**src/rtl/fc8_tile_line_engine_pkg.sv**
```systemverilog
// Shared fc8 defines: attribute bit positions, fetch FSM encodings and the
// default tile-pattern base address.
package fc8_tile_line_engine_pkg;
  localparam int FLIPX_BIT = 7;
  localparam int FLIPY_BIT = 6;
  localparam int PAL_MSB   = 3;
  localparam int PAL_LSB   = 0;

  localparam logic [15:0] VRAM_TILE_PATTERN_BASE_ADDR = 16'h4000;

  typedef enum logic [2:0] {
    IDLE       = 3'd0,
    FETCH_ID   = 3'd1,
    FETCH_ATTR = 3'd2,
    FETCH_PAT  = 3'd3,
    NEXT_TILE  = 3'd4
  } fetch_state_t;

  typedef struct packed {
    logic [7:0] id;
    logic [7:0] attr;
  } tile_ent_t;
endpackage

```
**src/rtl/fc8_tile_line_engine_if.sv**
```systemverilog
// Memory-side bus of the tile line engine: tilemap definition RAM and VRAM
// read ports, both with one cycle of read latency.
interface fc8_tile_line_engine_if #(parameter int VRAM_AW = 16);
  logic [10:0]        def_addr;
  logic [7:0]         def_data;
  logic [VRAM_AW-1:0] vram_addr;
  logic [7:0]         vram_data;

  modport master (output def_addr, vram_addr, input def_data, vram_data);
  modport slave  (input def_addr, vram_addr, output def_data, vram_data);
endinterface

```
**src/rtl/fc8_tile_line_engine_line_buffer.sv**
```systemverilog
// Double line buffer: front is read for display, back is written by the
// fetch engine; swap flips the roles.
module fc8_line_buffer #(
  parameter int DEPTH = 264,
  parameter int AW    = 9
) (
  input  logic          clk,
  input  logic          rst_n,
  input  logic          swap,
  input  logic          wr_en,
  input  logic [AW-1:0] wr_addr,
  input  logic [7:0]    wr_data,
  input  logic          rd_en,
  input  logic [AW-1:0] rd_addr,
  output logic [7:0]    rd_data
);
  logic       front;
  logic [7:0] buf0 [DEPTH];
  logic [7:0] buf1 [DEPTH];

  always_ff @(posedge clk) begin
    if (wr_en) begin
      if (front) buf0[wr_addr] <= wr_data;
      else       buf1[wr_addr] <= wr_data;
    end
  end

  always_ff @(posedge clk or negedge rst_n) begin
    if (!rst_n) begin
      front   <= 1'b0;
      rd_data <= '0;
    end else begin
      if (swap) front <= ~front;
      rd_data <= !rd_en ? 8'h00 : (front ? buf1[rd_addr] : buf0[rd_addr]);
    end
  end
endmodule

```
**src/rtl/fc8_tile_line_engine.sv**
```systemverilog
// Tilemap line engine: prefetches one screen line of tile pixels into a back
// buffer while the front buffer feeds display. FC8_TILE_SCROLL_EN enables scroll.
module fc8_tile_line_engine
  import fc8_tile_line_engine_pkg::*;
#(
  parameter int          TILE_PX  = 8,
  parameter int          MAP_COLS = 32,
  parameter int          MAP_ROWS = 32,
  parameter int          SCREEN_W = 256,
  parameter logic [15:0] PAT_BASE = VRAM_TILE_PATTERN_BASE_ADDR,
  parameter int          VRAM_AW  = 16
) (
  input  logic                  master_clk,
  input  logic                  master_rst_n,
  input  logic                  enable,
  input  logic                  line_start,
  input  logic [8:0]            next_y,
  input  logic [8:0]            px_x,
  input  logic [8:0]            scroll_x,
  input  logic [8:0]            scroll_y,
  fc8_tile_line_engine_if.master mem,
  output logic [7:0]            pix_index,
  output logic                  fetch_busy,
  output logic                  overrun,
  input  logic                  overrun_clr
);
  localparam int TB = $clog2(TILE_PX);
`ifdef FC8_TILE_SCROLL_EN
  localparam int EXTRA = 1;
`else
  localparam int EXTRA = 0;
`endif
  localparam int NT    = SCREEN_W / TILE_PX + EXTRA;
  localparam int NW    = $clog2(NT + 1);
  localparam int LB_AW = $clog2(SCREEN_W + TILE_PX);
  localparam logic [NW-1:0] N_LAST   = NW'(NT - 1);
  localparam logic [TB:0]   CNT_LAST = (TB+1)'(TILE_PX);

  logic [8:0] sx_in, sy_in;
`ifdef FC8_TILE_SCROLL_EN
  assign sx_in = scroll_x;
  assign sy_in = scroll_y;
`else
  logic unused_scroll;
  assign unused_scroll = ^{scroll_x, scroll_y};
  assign sx_in = '0;
  assign sy_in = '0;
`endif

  fetch_state_t             state;
  tile_ent_t                tile_q;
  logic [8:0]               y_q, sx_q, sy_q, ysum;
  logic [TB-1:0]            fine_q, row_eff, wr_col;
  logic [TB:0]              cnt;
  logic [NW-1:0]            n_q;
  logic [1:0]               vld_pipe;
  logic [1:0][TB-1:0]       col_pipe;
  logic                     issue, flip_y, rd_en, unused_bits;
  logic [VRAM_AW-1:0]       vram_next;
  logic [LB_AW-1:0]         wr_addr, rd_addr;
  logic [7:0]               wr_data;

  function automatic logic [10:0] map_addr(input logic [8:0] y, sx, sy,
                                           input logic [NW-1:0] n);
    logic [8:0] ys;
    ys = y + sy;
    return 11'(((int'(ys >> TB) % MAP_ROWS) * MAP_COLS
                + (int'(sx >> TB) + int'(n)) % MAP_COLS) * 2);
  endfunction

  // Attr arrives on def_data during the first pattern cycle, before it is latched.
  assign ysum    = y_q + sy_q;
  assign flip_y  = (cnt == '0) ? mem.def_data[FLIPY_BIT] : tile_q.attr[FLIPY_BIT];
  assign row_eff = flip_y ? ~ysum[TB-1:0] : ysum[TB-1:0];
  assign issue   = (state == FETCH_PAT) && (cnt != CNT_LAST);
  assign vram_next = VRAM_AW'(int'(PAT_BASE) + int'(tile_q.id) * TILE_PX * TILE_PX
                              + int'(row_eff) * TILE_PX + int'(cnt));

  assign wr_col  = tile_q.attr[FLIPX_BIT] ? ~col_pipe[1] : col_pipe[1];
  assign wr_addr = LB_AW'(int'(n_q) * TILE_PX + int'(wr_col));
  assign wr_data = {tile_q.attr[PAL_MSB:PAL_LSB], mem.vram_data[3:0]};
  assign rd_en   = enable && (int'(px_x) < SCREEN_W);
  assign rd_addr = LB_AW'(int'(px_x) + int'(fine_q));
  assign fetch_busy  = (state != IDLE);
  assign unused_bits = ^{ysum, mem.vram_data[7:4], tile_q.attr[5:4]};

  always_ff @(posedge master_clk or negedge master_rst_n) begin
    if (!master_rst_n) begin
      state        <= IDLE;
      mem.def_addr <= '0;
      mem.vram_addr <= '0;
      overrun      <= 1'b0;
      tile_q       <= '0;
      y_q          <= '0;
      sx_q         <= '0;
      sy_q         <= '0;
      fine_q       <= '0;
      cnt          <= '0;
      n_q          <= '0;
      vld_pipe     <= '0;
      col_pipe     <= '0;
    end else begin
      overrun  <= (enable && line_start && state != IDLE) || (overrun && !overrun_clr);
      vld_pipe <= {vld_pipe[0], issue};
      col_pipe <= {col_pipe[0], cnt[TB-1:0]};
      if (!enable) begin
        state    <= IDLE;
        vld_pipe <= '0;
      end else if (line_start) begin
        // Back buffer becomes front, so its fetch-time scroll now drives display.
        fine_q       <= sx_q[TB-1:0];
        y_q          <= next_y;
        sx_q         <= sx_in;
        sy_q         <= sy_in;
        n_q          <= '0;
        vld_pipe     <= '0;
        mem.def_addr <= map_addr(next_y, sx_in, sy_in, '0);
        state        <= FETCH_ID;
      end else begin
        case (state)
          FETCH_ID: begin
            mem.def_addr <= mem.def_addr + 11'd1;
            state        <= FETCH_ATTR;
          end
          FETCH_ATTR: begin
            tile_q.id <= mem.def_data;
            cnt       <= '0;
            state     <= FETCH_PAT;
          end
          FETCH_PAT: begin
            if (cnt == '0) tile_q.attr <= mem.def_data;
            if (issue) mem.vram_addr <= vram_next;
            if (cnt == CNT_LAST) state <= NEXT_TILE;
            else                 cnt   <= cnt + 1'b1;
          end
          NEXT_TILE: begin
            if (n_q == N_LAST) begin
              state <= IDLE;
            end else begin
              n_q          <= n_q + 1'b1;
              mem.def_addr <= map_addr(y_q, sx_q, sy_q, n_q + 1'b1);
              state        <= FETCH_ID;
            end
          end
          default: state <= IDLE;
        endcase
      end
    end
  end

  fc8_line_buffer #(.DEPTH(SCREEN_W + TILE_PX), .AW(LB_AW)) lbuf (
    .clk     (master_clk),
    .rst_n   (master_rst_n),
    .swap    (enable && line_start),
    .wr_en   (vld_pipe[1]),
    .wr_addr (wr_addr),
    .wr_data (wr_data),
    .rd_en   (rd_en),
    .rd_addr (rd_addr),
    .rd_data (pix_index)
  );
endmodule

```
**src/flat_wrapper.sv**
```systemverilog
// flat-port wrapper written by rule: the top's interface ports become plain ports
module fc8_tile_line_engine_flat import fc8_tile_line_engine_pkg::*;
#(
  parameter int          TILE_PX  = 8,
  parameter int          MAP_COLS = 32,
  parameter int          MAP_ROWS = 32,
  parameter int          SCREEN_W = 256,
  parameter logic [15:0] PAT_BASE = VRAM_TILE_PATTERN_BASE_ADDR,
  parameter int          VRAM_AW  = 16
)
  (master_clk, master_rst_n, enable, line_start, next_y, px_x, scroll_x, scroll_y, pix_index, fetch_busy, overrun, overrun_clr, mem_def_addr, mem_vram_addr, mem_def_data, mem_vram_data);
  fc8_tile_line_engine_if #(.VRAM_AW(VRAM_AW)) mem_i ();
  input  logic master_clk;
  input  logic master_rst_n;
  input  logic enable;
  input  logic line_start;
  input  logic [8:0] next_y;
  input  logic [8:0] px_x;
  input  logic [8:0] scroll_x;
  input  logic [8:0] scroll_y;
  output logic [7:0] pix_index;
  output logic fetch_busy;
  output logic overrun;
  input  logic overrun_clr;
  output wire logic [$bits(mem_i.def_addr)-1:0] mem_def_addr;
  output wire logic [$bits(mem_i.vram_addr)-1:0] mem_vram_addr;
  input wire logic [$bits(mem_i.def_data)-1:0] mem_def_data;
  input wire logic [$bits(mem_i.vram_data)-1:0] mem_vram_data;
  assign mem_def_addr = mem_i.def_addr;
  assign mem_vram_addr = mem_i.vram_addr;
  assign mem_i.def_data = mem_def_data;
  assign mem_i.vram_data = mem_vram_data;
  fc8_tile_line_engine #(.TILE_PX(TILE_PX), .MAP_COLS(MAP_COLS), .MAP_ROWS(MAP_ROWS), .SCREEN_W(SCREEN_W), .PAT_BASE(PAT_BASE), .VRAM_AW(VRAM_AW)) u_core (.master_clk(master_clk), .master_rst_n(master_rst_n), .enable(enable), .line_start(line_start), .next_y(next_y), .px_x(px_x), .scroll_x(scroll_x), .scroll_y(scroll_y), .mem(mem_i), .pix_index(pix_index), .fetch_busy(fetch_busy), .overrun(overrun), .overrun_clr(overrun_clr));
endmodule
```
**config.mk**
```make
export PLATFORM = sky130hd
export DESIGN_NAME = fc8_tile_line_engine_flat
export DESIGN_NICKNAME = d
export VERILOG_FILES = /design/src/rtl/fc8_tile_line_engine_pkg.sv /design/src/rtl/fc8_tile_line_engine_if.sv /design/src/rtl/fc8_tile_line_engine_line_buffer.sv /design/src/rtl/fc8_tile_line_engine.sv /design/src/flat_wrapper.sv
export SDC_FILE = /design/constraint.sdc
export NUM_CORES = 2
export LEC_CHECK = 0
export CORE_MARGIN = 2
export CORE_UTILIZATION = 55
export DETAILED_ROUTE_END_ITERATION = 16
export HOLD_SLACK_MARGIN = 0.1
export PLACE_DENSITY_LB_ADDON = 0.05
export SYNTH_ARGS = -nofsm -noshare
export SYNTH_HDL_FRONTEND = slang
export SYNTH_HIERARCHICAL = 1
export SYNTH_MEMORY_MAX_BITS = 65536
export SYNTH_SLANG_ARGS = --single-unit
```
**constraint.sdc**
```tcl
create_clock -name master_clk -period 11.67 [get_ports master_clk]
set_clock_uncertainty 0.1 [all_clocks]
set_input_delay 2.334 -clock master_clk [delete_from_list [all_inputs] [get_ports master_clk]]
set_output_delay 2.334 -clock master_clk [all_outputs]
set_load 0.01 [all_outputs]
```
==> impl_metrics.ini <==
[outcome]
outcome = finished, final reports clean

[yosys]
yosys.area.top_type = edfxtp_1
syn_nets = 8434
synthAdderAreaFrac_pct = 0.0443
yosys.area_share.xor_xnor_pct = 0.119
ys_top_cells_by_count = edfxtp_1, mux4_2, nor2_1
synth_warnings = 6
synth_area_um2 = 169000
ys_ff_latch = 4304
synth_top_family_by_area = multiplexers
synth_edf_count = 4224
synthSimpleGateAreaFrac_pct = 3.35
yosysMostFrequentCell = edfxtp_1
synthFlopType = edfxtp_1
syn_area_per_cell_um2 = 20.2
ys_async_sr_fraction_pct = 1.86
synth_compound_area_share_pct = 3.55
synth_top_area_share_pct = 74.9
ys_top_cells_by_area = edfxtp_1, mux4_2, mux2i_1, nor2_1, dfrtp_1
yosys.cell_types.count = 107
yosysSeqAreaShare_pct = 76.1
synth_cells = 8371
synth_mux_area_share_pct = 14.7

[routing]
via_count = 86900
wl_um = 469000
drcViolationCount = 0
dr.pass1.iters = 6
detail-route-antenna-nets = 0
drt_iter0_drc = 11800
routedWlPerCell_um = 36.0
viasPerCell = 6.67

[floorplan]
die_h_um = 559
dieArea_um2 = 312000
core_region_area_um2 = 306000
rows = 203
fp.dieW_um = 559
ioPinCount = 94
start_util_pct = 55.3

[clock_network]
clk_pin_slew_ps = 60
post_cts_resized = 0
tritoncts = built
cts_max_level = 5
root_buffer = clkbuf_16
cts_sinks = 4304
cts_hold_buf = 0
worstSkewPairLatency_ps = 940
cts_buffer_depth = 4
cts_made_buffers = 434
postCtsSetupBuffers = 0

[setup_path]
worst-path-buf-inv = 3
cp-startpoint = px_x[0]
crit_end = u_core/lbuf/rd_data[6]
worst-r2r-cell-count = 3
critPathLaunchType = input pin
r2r_start = u_core/n_q[3]
r2r_setup_slack_ps = 7720
worstPathMaxFanout = 77
crit_arrival_ps = 7180
crit_family = compound AO/OA/AOI/OAI gates
rr_endpoint = u_core/lbuf/buf0[99][7]
critPathMaxStageDelay_ps = 990
path_depth = 10
required_ps = 12400
crit_type = in2reg
endpoint_kind = flip-flop
slowest_stage = a221oi_1
crit_chain = buf_16, buf_4, buf_4, mux4_2, mux2i_1, o21ai_0, o21ai_0, a221oi_1, nand4_1, a311oi_1

[power_and_ir_drop]
netSwitchingFraction_pct = 21.5
power_frac_seq_pct = 52.4
peakVddDrop_mv = 0.150
p_leak_nw = 58.1
power_switching_mw = 7.03
power_frac_comb_pct = 5.3
power.density_nw_per_um2 = 174
internal_power_mw = 25.6
p_clk_share_pct = 42.4

[layout]
nNetsFinal = 8625
fin_util_pct = 61.4
drive_gt1_share_pct = 19.8
area_growth_pct = 10.9

[timing]
drv_slew = 0
fin_setup_tns_ps = 0
period_minus_slack_ps = 6450
whs_ps = 248
tightest_slew_ps = 1260
setup_viol = 0
max_slew_margin_pct = 15.1
rsz0062_at_grt = false
hold_viol = 0
fmax_mhz = 155
final.period_utilization_pct = 55.3

[global_routing]
overflow = 0
grt_max_degree = 208
grt_pass1_vias = 85400
antenna_found_initial = 31
grt_usage_pct = 29.8
grt_pass1_wl_um = 657000

[placed_design]
io_buffers = 70
dp_hpwl_um = 282000
place_congestion = 0.842

[worst_hold_path]
holdCritPathClass = reg2reg

[job]
drv_cap = 0
-- registers in the layout, indices dropped and copies added, names as in the netlist --
name	flops
u_core/cnt	4
u_core/col_pipe	6
u_core/lbuf/buf0	2112
u_core/lbuf/buf1	2112
u_core/lbuf/front	1
u_core/lbuf/rd_data	8
u_core/mem.def_addr	11
u_core/mem.vram_addr	16
u_core/n_q	6
u_core/overrun	1
u_core/state	3
u_core/tile_q	14
u_core/vld_pipe	2
u_core/y_q	8
-- power groups by stage --
| stage | sequential [mW] | clock [mW] | combinational (mW) |
|---|---|---|---|
| floorplan | 17.5 | 0 | 0.895 |
| global placement | 17.4 | 0 | 1.68 |
| detailed placement | 17.4 | 0 | 1.71 |
| CTS | 17.1 | 14.0 | 1.71 |
| global route | 17.1 | 14.6 | 1.79 |
| finish | 17.1 | 13.8 | 1.72 |
-- how the worst min path moves through the flow --
stage,from,endpoint,slack [ps],cells after the start
6_report,u_core/col_pipe[0],u_core/col_pipe[3],250,0
5_1_grt,u_core/col_pipe[0],u_core/col_pipe[3],270,0
4_1_cts,u_core/col_pipe[0],u_core/col_pipe[3],250,0
3_5_place_dp,u_core/col_pipe[0],u_core/col_pipe[3],240,0
3_3_place_gp,u_core/col_pipe[2],u_core/col_pipe[5],240,0
2_1_floorplan,u_core/col_pipe[0],u_core/col_pipe[3],230,0
-- cell type report --
cell class / count / area (um^2)
clock buffer: 535 / 11400
clock inverter: 263 / 2640
antenna: 10 / 25.0
fill: 21500 / 118000
tap: 4100 / 5130
multi-input combinational: 3524 / 37100
inverter: 14 / 65.1
sequential: 4304 / 129000
timing repair buffer: 284 / 2580
-- metrics by stage --
step	cells	setup WS, ps	power [mW]	area [um^2]
final	13000	5220	32.7	188000
after global routing	13000	5070	33.5	188000
after CTS	13000	5250	32.8	188000
after detailed placement	12200	4220	19.1	174000
after global placement	12200	4250	19.1	174000
after floorplan	8371	3890	18.4	169000
-- layout by cell type, fill, tap and decap left out, drive strengths merged, types with 108 or more instances in the layout --
master	count
edfxtp	4224
mux4	859
nor2	634
clkbuf	535
mux2i	456
nand2	236
buf	226
clkinv	193
a21oi	130
o22ai	126
o21ai	114
o221ai	108
-- kinds of logic after synthesis --
logic type / count (synthesis)
adders and majority gates: 6
xor gates and xnor gates: 23
DFF: 4304
and+or+nand+nor: 1261
buffers and inverters: 543
muxes: 1381
AOI/OAI and AO/OA: 853
-- metal layers --
layer	share of wire [%]	global-route usage (%)	up-vias
met3	9.8	5.68	648
met1	40	43.6	46600
met4	3.0	8.29	8
met2	47	46.4	4503
met5	0.011	0	-
li1	-	-	35200
Power figures use the tool's default switching activity.
